==> src/rtl/uart_rx_ovs.sv <==
// rtl/uart_rx_ovs.sv - oversampling UART receiver with 2-of-3 majority voting; optional parity via UART_RX_PARITY_EN
`timescale 1ns/1ps
module uart_rx_ovs #(
   parameter int CLOCK_FREQUENCY = 50_000_000,
   parameter int BAUD_RATE       = 9600,
   parameter int OVERSAMPLE      = 16,
   parameter int DATA_BITS       = 8,
   parameter int STOP_BITS       = 1,
   parameter int PARITY_ODD      = 0
) (
   input  logic                 clockIN,
   input  logic                 nRxResetIN,
   input  logic                 rxIN,
   input  logic                 rxReadyIN,
   output logic                 rxValidOUT,
   output logic [DATA_BITS-1:0] rxDataOUT,
   output logic                 rxIdleOUT,
   output logic                 rxFrameErrOUT,
   output logic                 rxParityErrOUT,
   output logic                 rxOverrunOUT
);

   localparam int DIV_VAL = CLOCK_FREQUENCY / (BAUD_RATE * OVERSAMPLE) - 1;
   localparam int DIV_W   = (DIV_VAL < 1) ? 1 : $clog2(DIV_VAL + 1);
   localparam int TICK_W  = $clog2(OVERSAMPLE);

   localparam logic [DIV_W-1:0]  DIV_LAST = DIV_W'(DIV_VAL);
   localparam logic [TICK_W-1:0] T_S0     = TICK_W'(OVERSAMPLE / 2 - 1);
   localparam logic [TICK_W-1:0] T_S1     = TICK_W'(OVERSAMPLE / 2);
   localparam logic [TICK_W-1:0] T_RES    = TICK_W'(OVERSAMPLE / 2 + 1);
   localparam logic [TICK_W-1:0] T_END    = TICK_W'(OVERSAMPLE - 1);
   localparam logic [3:0]        B_LAST   = 4'(DATA_BITS - 1);
   localparam logic [3:0]        S_LAST   = 4'(STOP_BITS - 1);

   localparam logic [2:0] S_IDLE   = 3'd0;
   localparam logic [2:0] S_START  = 3'd1;
   localparam logic [2:0] S_DATA   = 3'd2;
   localparam logic [2:0] S_STOP   = 3'd3;
`ifdef UART_RX_PARITY_EN
   localparam logic [2:0] S_PARITY = 3'd4;
`endif

   logic                 rx_meta, rx_sync, rx_prev;
   logic [2:0]           state;
   logic [DIV_W-1:0]     div_cnt;
   logic [TICK_W-1:0]    tick_cnt;
   logic [3:0]           bit_cnt;
   logic                 samp0, samp1;
   logic [DATA_BITS-1:0] shift_reg;
   logic                 ferr_acc;
`ifdef UART_RX_PARITY_EN
   logic                 par_bit;
   logic                 parity_err_now;
`endif

   logic tick, at_s0, at_s1, at_res, at_end;
   logic majority, start_edge, done, frame_err_now;

   assign tick       = (state != S_IDLE) && (div_cnt == DIV_LAST);
   assign at_s0      = tick && (tick_cnt == T_S0);
   assign at_s1      = tick && (tick_cnt == T_S1);
   assign at_res     = tick && (tick_cnt == T_RES);
   assign at_end     = tick && (tick_cnt == T_END);
   // Third vote is the live sample at the resolve tick.
   assign majority   = (samp0 & samp1) | (samp0 & rx_sync) | (samp1 & rx_sync);
   assign start_edge = (state == S_IDLE) && rx_prev && !rx_sync;
   assign done       = (state == S_STOP) && at_res && (bit_cnt == S_LAST);
   assign frame_err_now = ferr_acc | ~majority;
   assign rxIdleOUT  = (state == S_IDLE);

`ifdef UART_RX_PARITY_EN
   assign parity_err_now = ((^shift_reg) ^ par_bit) != 1'(PARITY_ODD);
`else
   logic unused_cfg;
   assign unused_cfg     = 1'(PARITY_ODD);
   assign rxParityErrOUT = 1'b0;
`endif

   // Two-flop synchroniser plus one history flop for falling-edge detection.
   always_ff @(posedge clockIN or negedge nRxResetIN) begin
      if (!nRxResetIN) begin
         rx_meta <= 1'b1;
         rx_sync <= 1'b1;
         rx_prev <= 1'b1;
      end else begin
         rx_meta <= rxIN;
         rx_sync <= rx_meta;
         rx_prev <= rx_sync;
      end
   end

   // Oversample tick divider, parked at zero while idle.
   always_ff @(posedge clockIN or negedge nRxResetIN) begin
      if (!nRxResetIN) begin
         div_cnt <= '0;
      end else if (state == S_IDLE || tick) begin
         div_cnt <= '0;
      end else begin
         div_cnt <= div_cnt + 1'b1;
      end
   end

   // Frame FSM: tick position within the bit, vote samples, shifting and stop checking.
   always_ff @(posedge clockIN or negedge nRxResetIN) begin
      if (!nRxResetIN) begin
         state     <= S_IDLE;
         tick_cnt  <= '0;
         bit_cnt   <= '0;
         samp0     <= 1'b0;
         samp1     <= 1'b0;
         shift_reg <= '0;
         ferr_acc  <= 1'b0;
`ifdef UART_RX_PARITY_EN
         par_bit   <= 1'b0;
`endif
      end else if (state == S_IDLE) begin
         if (start_edge) begin
            state    <= S_START;
            tick_cnt <= '0;
            bit_cnt  <= '0;
            ferr_acc <= 1'b0;
         end
      end else begin
         if (tick) begin
            tick_cnt <= (tick_cnt == T_END) ? '0 : tick_cnt + 1'b1;
         end
         if (at_s0) samp0 <= rx_sync;
         if (at_s1) samp1 <= rx_sync;
         case (state)
            S_START: begin
               if (at_res && majority) begin
                  state <= S_IDLE;
               end else if (at_end) begin
                  state   <= S_DATA;
                  bit_cnt <= '0;
               end
            end
            S_DATA: begin
               if (at_res) shift_reg <= {majority, shift_reg[DATA_BITS-1:1]};
               if (at_end) begin
                  if (bit_cnt == B_LAST) begin
`ifdef UART_RX_PARITY_EN
                     state <= S_PARITY;
`else
                     state <= S_STOP;
`endif
                     bit_cnt <= '0;
                  end else begin
                     bit_cnt <= bit_cnt + 1'b1;
                  end
               end
            end
`ifdef UART_RX_PARITY_EN
            S_PARITY: begin
               if (at_res) par_bit <= majority;
               if (at_end) state <= S_STOP;
            end
`endif
            S_STOP: begin
               if (at_res) begin
                  ferr_acc <= frame_err_now;
                  if (bit_cnt == S_LAST) state <= S_IDLE;
               end
               if (at_end) bit_cnt <= bit_cnt + 1'b1;
            end
            default: state <= S_IDLE;
         endcase
      end
   end

   // Holding register with valid/ready handshake and sticky overrun.
   always_ff @(posedge clockIN or negedge nRxResetIN) begin
      if (!nRxResetIN) begin
         rxValidOUT     <= 1'b0;
         rxDataOUT      <= '0;
         rxFrameErrOUT  <= 1'b0;
         rxOverrunOUT   <= 1'b0;
`ifdef UART_RX_PARITY_EN
         rxParityErrOUT <= 1'b0;
`endif
      end else begin
         if (rxValidOUT && rxReadyIN) rxOverrunOUT <= 1'b0;
         if (done && (!rxValidOUT || rxReadyIN)) begin
            rxValidOUT     <= 1'b1;
            rxDataOUT      <= shift_reg;
            rxFrameErrOUT  <= frame_err_now;
`ifdef UART_RX_PARITY_EN
            rxParityErrOUT <= parity_err_now;
`endif
         end else if (done) begin
            rxOverrunOUT <= 1'b1;
         end else if (rxValidOUT && rxReadyIN) begin
            rxValidOUT <= 1'b0;
         end
      end
   end

endmodule

==> config.mk <==
export PLATFORM = sky130hd
export DESIGN_NAME = uart_rx_ovs
export DESIGN_NICKNAME = d
export VERILOG_FILES = /design/src/rtl/uart_rx_ovs.sv
export SDC_FILE = /design/constraint.sdc
export NUM_CORES = 1
export LEC_CHECK = 0
export ABC_AREA = 1
export BUFFER_PORTS_ARGS = -buffer_cell sky130_fd_sc_hd__buf_2
export CORE_MARGIN = 2
export CORE_UTILIZATION = 58
export CTS_BUF_LIST = sky130_fd_sc_hd__clkbuf_4 sky130_fd_sc_hd__clkbuf_8
export DETAILED_ROUTE_END_ITERATION = 10
export PLACE_DENSITY = 0.84
export SETUP_SLACK_MARGIN = 0.15
export SYNTH_ARGS = -nofsm -noshare
export SYNTH_HDL_FRONTEND = slang
export SYNTH_SLANG_ARGS = --single-unit
==> constraint.sdc <==
create_clock -name clockIN -period 3.7 [get_ports clockIN]
set_clock_uncertainty 0.05 [all_clocks]
set_input_delay 0.185 -clock clockIN [delete_from_list [all_inputs] [get_ports clockIN]]
set_output_delay 0.185 -clock clockIN [all_outputs]
set_load 0.05 [all_outputs]
==> impl_metrics.env, run 1 <==
export IMPL_status="finished with violations"
export IMPL_violations="negative hold slack"
export IMPL_synth_top_family_by_area="simple AND/OR/NAND/NOR gates"
export IMPL_reg2reg_depth=8
export IMPL_fin_nets=307
export IMPL_min_path_type="primary input to async pin"
export IMPL_multiInputGateArea_um2=1035
export IMPL_fin_area_um2=2545
export IMPL_synth_edf_count=0
export IMPL_clk_latency_ns=0.30
export IMPL_grt_util_met1=0.2733
export IMPL_numPortBuffers=15
export IMPL_cts_tree="done"
export IMPL_die_area_um2=4549
export IMPL_yosys_warnings=0
export IMPL_synthTopCellsByCount="68 x nand2_1, 41 x dfrtp_1, 36 x inv_1, 19 x nor2_1, 15 x o21ai_1"
export IMPL_leakage_nw=1.287
export IMPL_synth_simple_gate_area_frac=0.2551
export IMPL_register_area_um2=1105
export IMPL_grt_overflow_total=0
export IMPL_syn2layout_area_growth_pct=9.003
export IMPL_synth_seq_area_share=0.4732
export IMPL_clock_fmax_mhz=519.1
export IMPL_htree_levels=2
export IMPL_post_place_ws_ns=1.788
export IMPL_synth_top_area_share=0.4394
export IMPL_die_h_um=67.45
export IMPL_synth_ff_type="dfrtp_1"
export IMPL_drv_slew=0
export IMPL_worst_path_largest_cell_delay_ns=0.42
export IMPL_syn_num_nets=288
export IMPL_postPlaceCellArea_um2=2437
export IMPL_grt_pass1_wl_um=7314
export IMPL_synth_cell_area_um2=2335
export IMPL_firstDrtPassIters=4
export IMPL_synth_compound_area_frac=0.1141
export IMPL_route_detailed_drc=0
export IMPL_rsz0062_at_grt="false"
export IMPL_synthCells=272
export IMPL_tightestPinTransition_ns=0.9653
export IMPL_post_drt_wl_per_cell_um=12.37
export IMPL_vdd_drop_max_mv=0.5273
export IMPL_timing_final_crit_share=0.5206
export IMPL_tns_ns=0
export IMPL_place_congestion=0.8179
export IMPL_io_pins=17
export IMPL_crit_required_ns=3.83
export IMPL_root_buffer="clkbuf_8"
export IMPL_cts_buffers=5
export IMPL_largest_reg_flops=9
export IMPL_start_util=0.5922
export IMPL_worstPathCellList="inv_1 > ha_1 > inv_2 > nand4_4 > inv_4 > nand3_4 > nand2_1 > o21ai_2"
export IMPL_fp_coreArea_um2=3943
export IMPL_dp_hpwl_um=2950
export IMPL_synthXorXnorAreaFrac=0.003751
export IMPL_use_met2=0.3552
export IMPL_synthMuxAreaShare=0.004287
export IMPL_worstSetupPathType="flip-flop to flip-flop"
export IMPL_wirelength_um=4231
export IMPL_cp_slowest_cell="dfrtp_1"
export IMPL_endpoint_kind="flip-flop"
export IMPL_maxCapViolCount=0
export IMPL_routed_via_count=1772
export IMPL_hold_viol_final=31
export IMPL_holdWs_ns=-0.01682
export IMPL_drtAntennaViolNets=0
export IMPL_synthTopCellsByArea="dfrtp_1 44%, nand2_1 11%, ha_1 6.4%, inv_1 5.8%, dfstp_2 3.4%"
export IMPL_first_global_vias=1717
export IMPL_synthDistinctLibCells=34
export IMPL_detail_route_vias_per_cell=5.181
export IMPL_cts_max_path_buffers=2
export IMPL_clock_sinks=44
export IMPL_clk_pin_slew_worst_paths_ns=0.09
export IMPL_relSlewSlack=0.3565
export IMPL_grt_busiest_layer="met2"
export IMPL_start_kind="flip-flop"
export IMPL_die_w_um=67.45
export IMPL_grt_util_met3=0.03667
export IMPL_antenna_cells=0
export IMPL_setup_viol=0
export IMPL_synth_seq_cells=44
export IMPL_rows=23
export IMPL_grt_max_degree=45
export IMPL_powerDensity_nw_per_um2=541.6
export IMPL_grt_total_usage=0.2127
export IMPL_critPathMaxFanout=18
export IMPL_post_cts_repair_setup_buffers=0
export IMPL_async_flop_share=1.000
export IMPL_syn_avg_cell_area_um2=8.584
export IMPL_antenna_found_initial=0
export IMPL_drive_gt1_frac=0.1918
export IMPL_yosys_area_top_type="dfrtp_1"
export IMPL_drt_iter0_drc=97
export IMPL_worst_slack_ns=1.774
export IMPL_nFillCells=313
export IMPL_cp_arrival_ns=2.06
export IMPL_synth_most_common_cell="nand2_1"
export IMPL_min_period_ns=1.926
export IMPL_synth_fa_ha_area_frac=0.06431
[kinds of logic (layout without fill, tap and decap cells)]
logic type / after synthesis / count (layout)
and+or+nand+nor: 123 / 123
buffers and inverters: 46 / 66
AOI/OAI and AO/OA: 44 / 44
DFF: 44 / 44
adders and majority gates: 12 / 12
other: 1 / 1
xor gates and xnor gates: 1 / 1
muxes: 1 / 1
[cell usage in the layout, fill, tap and decap left out, types with 2 or more instances in the layout]
| cell | n |
|---|---|
| o21ai_0 | 7 |
| nor2_4 | 4 |
| a21oi_1 | 8 |
| nor3_1 | 3 |
| a22oi_1 | 2 |
| nor2_1 | 19 |
| nand2_2 | 5 |
| o21ai_2 | 9 |
| o21ai_1 | 15 |
| ha_1 | 12 |
| nand4_1 | 5 |
| nand3b_1 | 2 |
| clkinvlp_4 | 2 |
| nand2_1 | 68 |
| nand3_1 | 10 |
| dfstp_2 | 3 |
| nand2_4 | 2 |
| dfrtp_1 | 41 |
| inv_1 | 36 |
| inv_2 | 5 |
| clkbuf_8 | 6 |
| buf_2 | 15 |
[metrics by stage]
step	total power, mW	utilization	std cells
floorplan	0.9587	-	272
global placement	1.042	0.6182	333
detailed placement	1.061	0.6182	333
CTS	1.381	0.6455	342
global route	1.475	0.6455	342
finish	1.378	0.6455	342
[path summary, 6_finish.rpt]
kind / from / end / slack (ns)
setup / recovery: state[0] / rxDataOUT[5] / 1.77
hold / removal: nRxResetIN / div_cnt[6] / -0.02
setup reg to reg: state[0] / rxDataOUT[5] / 1.77
hold reg to reg: rx_meta / rx_sync / 0.31
max in group asynchronous: nRxResetIN / rxDataOUT[3] / 3.02
min in group clockIN: rxReadyIN / rxOverrunOUT / 0.04
[where the power goes]
part | switching, mW | total, mW | internal (mW)
logic | 0.349 | 0.489 | 0.141
registers | 0.0442 | 0.569 | 0.525
clock network | 0.168 | 0.319 | 0.151
[layout make-up]
type                            instances  area share
Sequential cell                        44      0.4341
Multi-Input combinational cell        182      0.4066
Inverter                               42     0.06293
Timing Repair Buffer                   16     0.03343
Clock buffer                            6     0.03245
Tap cell                               50     0.02458
Clock inverter                          2    0.005900
[metal layers]
| layer | up-vias | part of all wire |
|---|---|---|
| met4 | 0 | 0.025 |
| met5 | - | 0 |
| met1 | 814 | 0.46 |
| met3 | 12 | 0.039 |
| met2 | 45 | 0.48 |
| li1 | 901 | - |
[critical path, delay by kind of cell (launching register included)]
family | cells | cell delay, ns
simple gates | 3 | 0.54
buf+inv | 3 | 0.48
flops | 1 | 0.42
fa+ha+maj | 1 | 0.26
compound gates | 1 | 0.06
[repair_timing]
item / in CTS / in global routing
hold endpoints to repair: 1 / 0
resized for setup: 0 / 0
hold buffers: 1 / 0
No activity file was read; power rests on OpenSTA's default activity.
==> inputs of run 2 (changes only) <==
--- a/config.mk
+++ b/config.mk
@@ -8,10 +8,10 @@
 export ABC_AREA = 1
 export BUFFER_PORTS_ARGS = -buffer_cell sky130_fd_sc_hd__buf_2
 export CORE_MARGIN = 2
-export CORE_UTILIZATION = 58
+export CORE_UTILIZATION = 56
 export CTS_BUF_LIST = sky130_fd_sc_hd__clkbuf_4 sky130_fd_sc_hd__clkbuf_8
 export DETAILED_ROUTE_END_ITERATION = 10
-export PLACE_DENSITY = 0.84
+export PLACE_DENSITY = 0.85
 export SETUP_SLACK_MARGIN = 0.15
 export SYNTH_ARGS = -nofsm -noshare
 export SYNTH_HDL_FRONTEND = slang
==> constraint.sdc (replaced) <==
create_clock -name clockIN -period 1.7 [get_ports clockIN]
set_clock_uncertainty 0.05 [all_clocks]
set_input_delay 0.085 -clock clockIN [delete_from_list [all_inputs] [get_ports clockIN]]
set_output_delay 0.085 -clock clockIN [all_outputs]
set_load 0.05 [all_outputs]
==> run 2 against run 1 <==
Compared with the run above: the run ends with negative setup slack left; non-clock buffer count is 47 higher; wire length is 83% higher; final area is 33% higher; global-route usage is 4.1 points higher; core utilization is 20 points higher; flip-flop and latch count stayed put; register-to-register slack worse by 1.8 ns; hold slack better by 0.24 ns; sequential power is 120% higher; cell count is 15% higher; die area is 3.4% higher; largest power group is now combinational cells.
==> impl_metrics.env, run 2 (synthesized netlist as in run 1, its figures left out) <==
export IMPL_status="finished with violations"
export IMPL_violations="negative setup slack"
export IMPL_numPortBuffers=15
export IMPL_fin_nets=358
export IMPL_min_path_type="primary input to async pin"
export IMPL_timing_final_crit_share=1.006
export IMPL_start_util=0.5837
export IMPL_clk_pin_slew_worst_paths_ns=0.11
export IMPL_drv_slew=0
export IMPL_layout_cells_most_common="dfrtp_1"
export IMPL_antenna_found_initial=0
export IMPL_firstDrtPassIters=5
export IMPL_cp_slowest_cell="dfrtp_1"
export IMPL_worst_path_largest_cell_delay_ns=0.42
export IMPL_die_w_um=68.57
export IMPL_crit_required_ns=1.90
export IMPL_grt_total_usage=0.2538
export IMPL_setup_viol=3
export IMPL_tightestPinTransition_ns=0.5543
export IMPL_combPwrFrac=0.522
export IMPL_switching_share=0.4269
export IMPL_post_place_cells=339
export IMPL_relSlewSlack=0.6305
export IMPL_htree_levels=2
export IMPL_wirelength_um=7754
export IMPL_antenna_cells=0
export IMPL_powerDensity_nw_per_um2=1314
export IMPL_rsz0062_at_grt="true"
export IMPL_detail_route_vias_per_cell=5.796
export IMPL_largest_reg_flops=9
export IMPL_drt_iter0_drc=166
export IMPL_route_detailed_drc=0
export IMPL_finalPower_mw=4.459
export IMPL_routed_via_count=2278
export IMPL_most_common_layout_cells="39 x dfrtp_1, 38 x nand2_1, 29 x inv_1, 28 x buf_4, 24 x nand2_2"
export IMPL_post_drt_wl_per_cell_um=19.73
export IMPL_clk_latency_ns=0.32
export IMPL_worstSetupPathType="flip-flop to flip-flop"
export IMPL_grt_pass1_wl_um=8721
export IMPL_clock_sinks=44
export IMPL_syn2layout_area_growth_pct=45.39
export IMPL_vdd_drop_max_mv=1.389
export IMPL_cts_max_path_buffers=2
export IMPL_rows=23
export IMPL_worstPathCellList="inv_2 > ha_4 > clkinv_8 > buf_6 > nand4_4 > clkinv_4 > buf_6 > o211ai_1 > nand2_1 > nand2_1"
export IMPL_root_buffer="clkbuf_8"
export IMPL_drtAntennaViolNets=0
export IMPL_start_kind="flip-flop"
export IMPL_worst_slack_ns=-0.009426
export IMPL_min_period_ns=1.709
export IMPL_place_congestion=0.9346
export IMPL_cts_buffers=5
export IMPL_power_switching_mw=1.904
export IMPL_cp_arrival_ns=1.91
export IMPL_final_core_util=0.8486
export IMPL_clock_fmax_mhz=585.0
export IMPL_p_clk_frac=0.198
export IMPL_grt_max_degree=25
export IMPL_fp_coreArea_um2=4000
export IMPL_io_pins=17
export IMPL_endpoint_kind="flip-flop"
export IMPL_grt_overflow_total=0
export IMPL_tns_ns=-0.01377
export IMPL_critPathMaxFanout=7
export IMPL_die_h_um=68.57
export IMPL_first_global_vias=1872
export IMPL_die_area_um2=4702
export IMPL_p_int_mw=2.555
export IMPL_hold_viol_final=0
export IMPL_maxCapViolCount=0
export IMPL_seqPwrFrac=0.280
export IMPL_drive_gt1_frac=0.5073
export IMPL_dp_hpwl_um=3238
export IMPL_leakage_nw=1.621
export IMPL_fin_cells=393
export IMPL_cts_tree="done"
-- run 2: changes by cell type in the layout (fill, tap and decap cells not counted), sizes merged --
| cell | change |
|---|---|
| buf | +44 |
| clkinv | +4 |
| nand3 | +3 |
| clkinvlp | -2 |
| dlygate4sd3 | +2 |
| inv | -2 |
| bufinv | +1 |
| nand2 | +1 |
-- run 2: path summary, 6_finish.rpt --
check | start | to | slack [ns] | depth (start not counted)
setup / recovery | state[0] | ferr_acc | -0.009 | 10
hold / removal | nRxResetIN | div_cnt[6] | 0.22 | 2
setup reg to reg | state[0] | ferr_acc | -0.009 | 10
hold reg to reg | rx_meta | rx_sync | 0.33 | 0
max in group asynchronous | nRxResetIN | rx_sync | 0.70 | 3
min in group clockIN | rx_meta | rx_sync | 0.33 | 0
-- run 2: cell type report --
type	count	area (um^2)
multi-input combinational	186	1416
fill	199	605.6
sequential	44	1107
inverter	42	182.7
clock buffer	5	68.82
clock inverter	3	47.55
tap	50	62.56
timing repair buffer	63	509.2
-- run 2: power by group through the flow --
stage | clock network [mW] | registers [mW] | logic (mW)
2_1_floorplan | 0 | 1.25 | 0.911
3_3_place_gp | 0 | 1.26 | 1.15
3_5_place_dp | 0 | 1.27 | 1.18
4_1_cts | 0.845 | 1.22 | 1.44
5_1_grt | 0.910 | 1.25 | 2.45
6_report | 0.885 | 1.25 | 2.33
-- run 2: what timing repair did --
action                                  4_1_cts  5_1_grt
hold buffers                                  3        0
gates cloned                                  2        2
gates resized for setup                      20       92
buffers inserted                             17       22
endpoints found under the hold margin        23        0
endpoints found under the setup margin       33       41
pin swaps                                    14       29
-- run 2: stage by stage --
| step | worst slack [ns] | hold slack [ns] | cell area, um^2 |
|---|---|---|---|
| 6_report | -0.009426 | 0.2219 | 3395 |
| 4_1_cts | 0.02206 | 0.2508 | 2893 |
| 5_1_grt | -0.04829 | 0.2788 | 3395 |
| 3_3_place_gp | 0.02480 | 0.03718 | 2504 |
| 2_1_floorplan | 0.07122 | -0.2606 | 2356 |
| 3_5_place_dp | -0.04217 | 0.05100 | 2504 |
-- run 2: critical path: cells and delay by family, from the launching register on --
| kind | cells | cell delay [ns] |
|---|---|---|
| AOI/OAI and AO/OA | 1 | 0.17 |
| adders and majority gates | 1 | 0.20 |
| buffers and inverters | 5 | 0.53 |
| DFF | 1 | 0.42 |
| and+or+nand+nor | 3 | 0.26 |
-- run 2: layer usage --
layer	global-route usage	routed length (um)	share of wire	vias up
met2	0.4279	3995	0.52	127
met1	0.3186	2909	0.38	1090
met4	0.09750	490	0.063	0
li1	-	-	-	1011
met5	0	0	0	-
met3	0.05357	358	0.046	50
